### config.mk
export PLATFORM = sky130hd
export DESIGN_NAME = tmds_channel_encoder
export DESIGN_NICKNAME = d
export VERILOG_FILES = /design/src/rtl/tmds_pkg.sv /design/src/rtl/tmds_qm_encoder.sv /design/src/rtl/tmds_channel_encoder.sv
export SDC_FILE = /design/constraint.sdc
export NUM_CORES = 1
export LEC_CHECK = 0
export ABC_CLOCK_PERIOD_IN_PS = 10900
export CORE_MARGIN = 2
export CORE_UTILIZATION = 50
export CTS_CLUSTER_SIZE = 30
export DETAILED_ROUTE_END_ITERATION = 8
export PLACE_DENSITY = 0.73
export SLEW_MARGIN = 15
export SYNTH_ARGS = -nofsm -noshare
export SYNTH_HDL_FRONTEND = slang
export SYNTH_SLANG_ARGS = --single-unit
### constraint.sdc
create_clock -name pixel_clk -period 10.9 [get_ports pixel_clk]
set_clock_uncertainty 0.2 [all_clocks]
set_input_delay 1.09 -clock pixel_clk [delete_from_list [all_inputs] [get_ports pixel_clk]]
set_output_delay 1.09 -clock pixel_clk [all_outputs]
set_load 0.01 [all_outputs]
### src/rtl/tmds_pkg.sv
// rtl/tmds_pkg.sv - TMDS symbol constants, mode encoding and disparity width
package tmds_pkg;

   localparam int DISP_W = 5;

   typedef enum logic [1:0] {
      MODE_CTL    = 2'd0,
      MODE_VIDEO  = 2'd1,
      MODE_VGB    = 2'd2,
      MODE_ISLAND = 2'd3
   } mode_t;

   localparam logic [9:0] CTL_SYM [0:3] = '{
      10'b1101010100,
      10'b0010101011,
      10'b0101010100,
      10'b1010101011
   };

   localparam logic [9:0] VGB_SYM_CH02 = 10'b1011001100;
   localparam logic [9:0] VGB_SYM_CH1  = 10'b0100110011;

   localparam logic [9:0] TERC4_SYM [0:15] = '{
      10'b1010011100, 10'b1001100011, 10'b1011100100, 10'b1011100010,
      10'b0101110001, 10'b0100011110, 10'b0110001110, 10'b0100111100,
      10'b1011001100, 10'b0100111001, 10'b0110011100, 10'b1011000110,
      10'b1010001110, 10'b1001110001, 10'b0101100011, 10'b1011000011
   };

endpackage

### src/rtl/tmds_qm_encoder.sv
// rtl/tmds_qm_encoder.sv - combinational transition-minimisation stage (d -> q_m, ones count)
module tmds_qm_encoder
   import tmds_pkg::*;
(
   input  logic [7:0] d,
   output logic [8:0] q_m,
   output logic [3:0] n1q
);

   logic [3:0] n1d;
   logic       use_xnor;

   always_comb begin
      n1d = '0;
      for (int i = 0; i < 8; i++) begin
         n1d = n1d + {3'b000, d[i]};
      end
      // XNOR chain when the byte is ones-heavy; ties broken on d[0]
      use_xnor = (n1d > 4'd4) || ((n1d == 4'd4) && !d[0]);

      q_m    = '0;
      q_m[0] = d[0];
      for (int i = 1; i < 8; i++) begin
         q_m[i] = use_xnor ? ~(q_m[i-1] ^ d[i]) : (q_m[i-1] ^ d[i]);
      end
      q_m[8] = ~use_xnor;

      n1q = '0;
      for (int i = 0; i < 8; i++) begin
         n1q = n1q + {3'b000, q_m[i]};
      end
   end

endmodule

### src/rtl/tmds_channel_encoder.sv
// rtl/tmds_channel_encoder.sv - two-stage per-channel TMDS encoder with running disparity
// Optional TERC4 data-island symbols are built when TMDS_TERC4_EN is defined.
module tmds_channel_encoder
   import tmds_pkg::*;
#(
   parameter int CHANNEL = 0
) (
   input  logic              pixel_clk,
   input  logic              rst,
   input  logic [1:0]        mode,
   input  logic [1:0]        ctl,
   input  logic [7:0]        pixel_data,
`ifdef TMDS_TERC4_EN
   input  logic [3:0]        terc4_data,
`endif
   output logic [9:0]        tmds,
   output logic [DISP_W-1:0] disparity
);

   localparam logic [9:0] VGB_SYM = (CHANNEL == 1) ? VGB_SYM_CH1 : VGB_SYM_CH02;

   logic [8:0] qm_c;
   logic [3:0] n1q_c;

   mode_t      s1_mode;
   logic [1:0] s1_ctl;
   logic [8:0] s1_qm;
   logic [3:0] s1_n1q;
`ifdef TMDS_TERC4_EN
   logic [3:0] s1_terc4;
`endif

   logic signed [DISP_W-1:0] cnt;
   logic signed [DISP_W-1:0] nxt_cnt;
   logic signed [DISP_W-1:0] d10;
   logic [3:0]               n0q;
   logic                     qm8;
   logic [9:0]               nxt_sym;

   tmds_qm_encoder u_qm (
      .d   (pixel_data),
      .q_m (qm_c),
      .n1q (n1q_c)
   );

   always_ff @(posedge pixel_clk) begin
      if (rst) begin
         s1_mode <= MODE_CTL;
         s1_ctl  <= 2'b00;
         s1_qm   <= '0;
         s1_n1q  <= '0;
`ifdef TMDS_TERC4_EN
         s1_terc4 <= '0;
`endif
      end else begin
`ifdef TMDS_TERC4_EN
         s1_mode  <= mode_t'(mode);
         s1_terc4 <= terc4_data;
`else
         s1_mode  <= (mode_t'(mode) == MODE_ISLAND) ? MODE_CTL : mode_t'(mode);
`endif
         s1_ctl  <= ctl;
         s1_qm   <= qm_c;
         s1_n1q  <= n1q_c;
      end
   end

   always_comb begin
      n0q     = 4'd8 - s1_n1q;
      d10     = $signed({1'b0, s1_n1q}) - $signed({1'b0, n0q});
      qm8     = s1_qm[8];
      nxt_sym = CTL_SYM[s1_ctl];
      nxt_cnt = '0;
      case (s1_mode)
         MODE_VIDEO: begin
            if ((cnt == '0) || (d10 == '0)) begin
               nxt_sym = {~qm8, qm8, qm8 ? s1_qm[7:0] : ~s1_qm[7:0]};
               nxt_cnt = qm8 ? (cnt + d10) : (cnt - d10);
            end else if (((cnt > 5'sd0) && (d10 > 5'sd0)) || ((cnt < 5'sd0) && (d10 < 5'sd0))) begin
               nxt_sym = {1'b1, qm8, ~s1_qm[7:0]};
               nxt_cnt = cnt + (qm8 ? 5'sd2 : 5'sd0) - d10;
            end else begin
               nxt_sym = {1'b0, qm8, s1_qm[7:0]};
               nxt_cnt = cnt + d10 - (qm8 ? 5'sd0 : 5'sd2);
            end
         end
         MODE_VGB: nxt_sym = VGB_SYM;
`ifdef TMDS_TERC4_EN
         MODE_ISLAND: nxt_sym = TERC4_SYM[s1_terc4];
`endif
         default: ;
      endcase
   end

   always_ff @(posedge pixel_clk) begin
      if (rst) begin
         tmds <= CTL_SYM[0];
         cnt  <= '0;
      end else begin
         tmds <= nxt_sym;
         cnt  <= nxt_cnt;
      end
   end

   assign disparity = cnt;

endmodule

; Yosys cells after proc, flatten, opt, wreduce, memory -nomap -nowiden
; Index checks and enable logic that the tools add are counted.
[totals]
register_bits = 32
in_bits = 14
output_inout_bits = 15
wordCells = 86
[op_classes]
addsub = 21
order_cmp = 6
n_eq_ne = 4
muxes = 19
bitwise_logic = 19
reduce_logical = 11
[op_table]
columns = operator, count
row1 = $add 4x1->4, 12
row2 = $mux 10, 4
row3 = $bmux 10 s2, 1
row4 = $pmux 10 s2, 1
row5 = $mux 5, 3
row6 = $gt 5x1->1 const B, 2
row7 = $logic_not 5->1, 2
row8 = $lt 5x1->1 const B, 2
row9 = $not 1->1, 10
row10 = $sub 5x5->5, 2
row11 = $mux 8, 1
row12 = $not 8->8, 1
row13 = $mux 1, 7
row14 = $xor 1x1->1, 7
row15 = $add 5x3->5, 1
row16 = $add 5x5->5, 1
row17 = $sub 4x4->5, 1
row18 = $sub 5x3->5, 1
row19 = $add 1x1->2, 2
row20 = $eq 2x2->1 const B, 2
row21 = $eq 4x3->1 const B, 1
row22 = $gt 4x3->1 const B, 1
row23 = $mux 2, 2
row24 = $reduce_or 2->1, 2
row25 = other kinds (7), 11

; Logic depth before layout (Yosys ltp)
[depth]
depth_word = 30
ltp_mapped = 20
mapped_depth_nobuf = 20

; By module
; From an unflattened synthesis, not the netlist that was laid out.
[unflattened]
hier_cells = 270
hier_area_um2 = 2572.5
[by_module_without_submodules]
columns = mod, n_inst, cells_each, area_per_inst_um2, seq_area_each_um2
row1 = tmds_channel_encoder, 1, 211, 2000.7, 640.6
row2 = tmds_qm_encoder, 1, 59, 571.8, 0.0

; Worst setup path before layout
; OpenSTA, ideal clock, no wires.
[synth_timing]
path_kind = input-to-reg
start = input port pixel_data[0]
end = register s1_n1q[2]
setup_ns = 0.128
t_arrival_ns = 6.257
required_time_ns = 10.572
path_slack_ns = 4.315
stages = 20
path_buffers = 0
path_cell_list = ha_1 inv_1 fa_1 fa_1 inv_1 fa_1 fa_1 nor3b_1 o21ai_0 a21oi_1 xnor2_1 ha_1 inv_1 fa_1 fa_1 inv_1 fa_1 fa_1 xnor2_1 nor2_1
[synth_via]
elab_chain_cells = 30
elab_cells_between_ends = 40
cone_classes = 14 x add/sub / 1 x order compare / 1 x eq/ne / 7 x mux / 14 x bitwise / 3 x reduce/logical
[synth_lines]
columns = element, line
row1 = "start, declared", tmds_channel_encoder.sv:12  ; input logic [7:0] pixel_data,
row2 = "parallel branches: the longest is 10 deep, another holds $add 4x1->4", -
row3 = $mux 1 *, tmds_qm_encoder.sv:24  ; q_m[i] = use_xnor ? ~(q_m[i-1] ^ d[i]) : (q_m[i-1] ^ d[i]);
row4 = via qm_c[1], tmds_channel_encoder.sv:22  ; logic [8:0] qm_c;
row5 = "parallel branches: the longest is 18 deep, another holds $add 4x1->4", -
row6 = $add 4x1->4 *, tmds_qm_encoder.sv:30  ; n1q = n1q + {3'b000, q_m[i]};
row7 = "end signal, assigned", tmds_channel_encoder.sv:64  ; s1_n1q <= n1q_c;
row8 = "end, declared", tmds_channel_encoder.sv:28  ; logic [3:0] s1_n1q;
; Mark *: on every way through the listed nets, which the timed path passes.
; A chain may end at the register's enable or synchronous reset.

; Final worst setup path
; Same ends and word-level chain as after synthesis.

==> flow_summary.html <==
<table>
<tr><th>Metric</th><th>Value</th></tr>
<tr><th colspan="2">Run status</th></tr>
<tr><td>Run status</td><td>finished, final reports clean</td></tr>
<tr><th colspan="2">Die</th></tr>
<tr><td>Die Footprint</td><td>5050 um^2</td></tr>
<tr><td>Area inside the core boundary</td><td>4350 um^2</td></tr>
<tr><td>Die Span X</td><td>71.0 um</td></tr>
<tr><td>Number of I/O pins</td><td>29</td></tr>
<tr><td>Initial Util</td><td>51.6%</td></tr>
<tr><td>Die boundary height</td><td>71.0 um</td></tr>
<tr><td>Number of rows created at floorplan</td><td>24</td></tr>
<tr><th colspan="2">Job</th></tr>
<tr><td>Max-cap check violation count</td><td>0</td></tr>
<tr><th colspan="2">Global route</th></tr>
<tr><td>Pin count of the biggest net entering global routing</td><td>24</td></tr>
<tr><td>Via count of the first global-routing pass</td><td>between 1500 and 2000</td></tr>
<tr><td>Global route total overflow</td><td>0</td></tr>
<tr><td>Wire length of the first global-routing pass</td><td>a little under 7000 um</td></tr>
<tr><td>All-layer global routing usage</td><td>17.2%</td></tr>
<tr><td>Antenna violations before repair</td><td>0</td></tr>
<tr><th colspan="2">Synthesis</th></tr>
<tr><td>Synth Area per Inst</td><td>9.40 um^2</td></tr>
<tr><td>Share of synthesized area occupied by flip-flops and latches</td><td>28.5%</td></tr>
<tr><td>Register bit total from synthesis</td><td>32</td></tr>
<tr><td>Most repeated cell in the gate-level netlist after synthesis</td><td>inv_1</td></tr>
<tr><td>Post-synth design cell area</td><td>around 2200 um^2</td></tr>
<tr><td>Number of synthesized flops with an enable pin</td><td>0</td></tr>
<tr><td>Most area-consuming cells after synthesis</td><td>dfxtp_1, ha_1, fa_1</td></tr>
<tr><td>Count of yosys warnings during synthesis</td><td>0</td></tr>
<tr><td>Top FF cell, synth</td><td>dfxtp_1</td></tr>
<tr><td>Share of the synthesized area in the top cell type</td><td>28.5%</td></tr>
<tr><td>Cells after synthesis</td><td>239</td></tr>
<tr><td>Dominant cell type by area after synthesis</td><td>dfxtp_1</td></tr>
<tr><td>Synth async-reset ratio</td><td>0%</td></tr>
<tr><td>Most frequent cells after synthesis</td><td>inv_1, dfxtp_1, ha_1, nor2_1, xor2_1</td></tr>
<tr><td>Count of unique library cells instantiated by Yosys</td><td>32</td></tr>
<tr><td>Number of nets in the synthesized netlist</td><td>293</td></tr>
<tr><th colspan="2">Setup path</th></tr>
<tr><td>Maximum net fanout on the critical path</td><td>4</td></tr>
<tr><td>Nature of the critical path startpoint</td><td>input pin</td></tr>
<tr><td>Type of the worst setup path</td><td>in2reg</td></tr>
<tr><td>Crit. End Element</td><td>flop</td></tr>
<tr><td>WP data arrival</td><td>7.10 ns</td></tr>
<tr><td>Worst EP required</td><td>10.84 ns</td></tr>
<tr><th colspan="2">Clock network</th></tr>
<tr><td>Total setup buffers inserted after CTS</td><td>0</td></tr>
<tr><td>Clk slew on worst S/H paths</td><td>0.06 ns</td></tr>
<tr><td>CTS Hold Bufs</td><td>0</td></tr>
<tr><td>Clock root cell</td><td>clkbuf_8</td></tr>
<tr><td>Clock buffer count from CTS</td><td>5</td></tr>
<tr><td>CTS tree</td><td>built</td></tr>
<tr><td>CTS Buffer Depth</td><td>2</td></tr>
<tr><td>Clock latency at the later pin of the worst-skew pair</td><td>0.28 ns</td></tr>
<tr><td>Quantity of gates resized following cts</td><td>0</td></tr>
<tr><td>CTS Sinks</td><td>32</td></tr>
<tr><td>Clock H-tree levels</td><td>2</td></tr>
<tr><th colspan="2">Timing</th></tr>
<tr><td>Worst Hold Margin</td><td>0.281 ns</td></tr>
<tr><td>Worst-margin pin slew</td><td>roughly 0.7 ns</td></tr>
<tr><td>Hold Fails Final Rpt</td><td>0</td></tr>
<tr><td>Unrepaired setup endpoints after global routing</td><td>false</td></tr>
<tr><td>Highest clock frequency the design can meet</td><td>140 MHz</td></tr>
<tr><td>Crit path time final</td><td>7.17 ns</td></tr>
<tr><td>Count of final max-slew check failures</td><td>0</td></tr>
<tr><td>Setup slack after layout</td><td>between 3 and 4 ns</td></tr>
<tr><td>Setup-failing EPs final</td><td>0</td></tr>
<tr><td>Final Cycle Share</td><td>roughly two thirds</td></tr>
<tr><td>Max transition margin</td><td>around 52%</td></tr>
<tr><td>Sum of negative setup slack</td><td>0 ns</td></tr>
<tr><th colspan="2">Power</th></tr>
<tr><td>Relative contribution of the clock network to total power</td><td>13.3%</td></tr>
<tr><td>Net switching share of the total power</td><td>45.1%</td></tr>
<tr><td>Peak VDD IR</td><td>0.171 mV</td></tr>
<tr><td>Cell internal pwr</td><td>0.500 mW</td></tr>
<tr><td>Areal power density over the cells</td><td>336 nW/um^2</td></tr>
<tr><td>Pwr Total</td><td>0.910 mW</td></tr>
<tr><td>Portion of total power attributed to combinational logic</td><td>a little over two thirds</td></tr>
<tr><td>Leakage power</td><td>around 1.2 nW</td></tr>
<tr><td>Reg power frac</td><td>between 15 and 20%</td></tr>
<tr><td>NetSw</td><td>0.410 mW</td></tr>
<tr><th colspan="2">Cells and area</th></tr>
<tr><td>Share of layout cells above drive strength 1</td><td>between 4 and 5%</td></tr>
<tr><td>Filler cell count</td><td>366</td></tr>
<tr><td>Count of nets after finishing</td><td>about 330</td></tr>
<tr><td>Area of combinational cells with multiple inputs</td><td>between 1000 and 1500 um^2</td></tr>
<tr><td>Count of inserted antenna diode cells</td><td>0</td></tr>
<tr><td>Register area</td><td>about 640 um^2</td></tr>
<tr><td>Syn-to-layout area delta</td><td>20.7%</td></tr>
<tr><td>Layout Cells excl Fill</td><td>325</td></tr>
<tr><th colspan="2">Route</th></tr>
<tr><td>Final routed wirelength across all metal layers</td><td>3880 um</td></tr>
<tr><td>DR iter-0 viols</td><td>99</td></tr>
<tr><td>1st-pass router iterations</td><td>4</td></tr>
<tr><td>Detailed-route vias per instance</td><td>5.01</td></tr>
<tr><td>Number of nets with antenna violations after detailed routing</td><td>0</td></tr>
<tr><td>Post-route DRC</td><td>0</td></tr>
<tr><td>Total number of vias</td><td>1628</td></tr>
<tr><td>Drt wl/cell</td><td>around 12 um</td></tr>
<tr><th colspan="2">Place</th></tr>
<tr><td>HPWL Detailed</td><td>3160 um</td></tr>
<tr><td>Cell count after placement</td><td>317</td></tr>
<tr><td>Buffers on Ports</td><td>28</td></tr>
<tr><td>Weighted congestion at the end of routability-driven global placement</td><td>between 0.8 and 0.9</td></tr>
<tr><td>Dpl ws</td><td>3.46 ns</td></tr>
<tr><th colspan="2">Hold path</th></tr>
<tr><td>Path type of the worst min-delay path</td><td>reg2reg</td></tr>
</table>
## power by group through the flow
stage	sequential, mW	clock, mW	combinational [mW]
after CTS	0.156	0.124	0.639
after global placement	0.158	0	0.601
final	0.156	0.121	0.633
after floorplan	0.155	0	0.503
after global routing	0.158	0.129	0.711
after detailed placement	0.158	0	0.624
## registers in the layout (all words and copies together) (netlist names)
| signal | cells |
|---|---|
| s1_qm | 9 |
| s1_ctl | 2 |
| disparity | 5 |
| s1_mode | 2 |
| s1_n1q | 4 |
| tmds | 10 |
## stage by stage
| step | cell area [um^2] | util, % |
|---|---|---|
| global route | 2710 | 62.3 |
| detailed placement | 2580 | 59.4 |
| CTS | 2710 | 62.3 |
| floorplan | 2250 | - |
| global placement | 2580 | 59.4 |
| finish | 2710 | 62.3 |
## final timing paths
path | startpoint | endpoint | slack, ns | cells past startpoint
setup / recovery | pixel_data[0] | s1_n1q[2]$_SDFF_PP0_ | 3.73 | 21
hold / removal | disparity[0]$_SDFF_PP0_ | disparity[0]$_SDFF_PP0_ | 0.28 | 2
setup reg to reg | s1_n1q[0]$_SDFF_PP0_ | disparity[4]$_SDFF_PP0_ | 7.03 | 15
hold reg to reg | disparity[0]$_SDFF_PP0_ | disparity[0]$_SDFF_PP0_ | 0.28 | 2
## worst max-delay path, stage by stage
cell and delay (ns):
clkdlybuf4s50_1 0.47, ha_1 0.37, inv_1 0.07, fa_1 0.45, fa_1 0.49, inv_1 0.05
fa_1 0.39, fa_1 0.44, nor3b_1 0.26, o21ai_0 0.12, a21oi_1 0.36, xnor2_1 0.19
ha_1 0.25, inv_1 0.08, fa_1 0.43, fa_1 0.51, inv_1 0.06, fa_1 0.41
fa_1 0.40, xnor2_1 0.16, nor2_1 0.05
## placed cells by master, fill, tap and decap left out, drive strengths merged, types with 3 or more instances in the layout
cell type	count
clkdlybuf4s50	28
mux2i	3
a31oi	4
o21ai	13
nand2b	3
a21o	4
xnor2	15
ha	28
nand2	5
fa	12
xor2	17
a211oi	3
a21oi	10
nor3b	5
clkbuf	7
nor2b	11
inv	35
nor3	3
nor2	20
dfxtp	32
## cells by family (layout without fill, tap and decap cells)
| kind of cell | Yosys count | count (layout) | synth area share (%) |
|---|---|---|---|
| and+or+nand+nor | 56 | 56 | 13.0 |
| adders and majority gates | 40 | 40 | 26.3 |
| AOI/OAI and AO/OA | 39 | 39 | 12.0 |
| buffers and inverters | 37 | 71 | 6.18 |
| xor gates and xnor gates | 32 | 32 | 12.5 |
| DFF | 32 | 32 | 28.5 |
| muxes | 3 | 3 | 1.50 |
## layer usage
| metal | vias up | global-route usage (%) | wire length [um] |
|---|---|---|---|
| met4 | 0 | 5.03 | 42 |
| met2 | 40 | 29.9 | 1860 |
| li1 | 843 | - | - |
| met5 | - | 0 | 0 |
| met3 | 5 | 3.42 | 152 |
| met1 | 740 | 21.6 | 1820 |
## final cells by class
cell class	count	share of cell area [%]
repair buffers	28	10.3
clock inverters	1	1.11
well taps	52	2.40
multi-input cells	170	54.1
clock buffers	7	3.55
inverters	35	4.85
flip-flops and latches	32	23.6
Note: power is estimated with default switching activity, not from simulation.
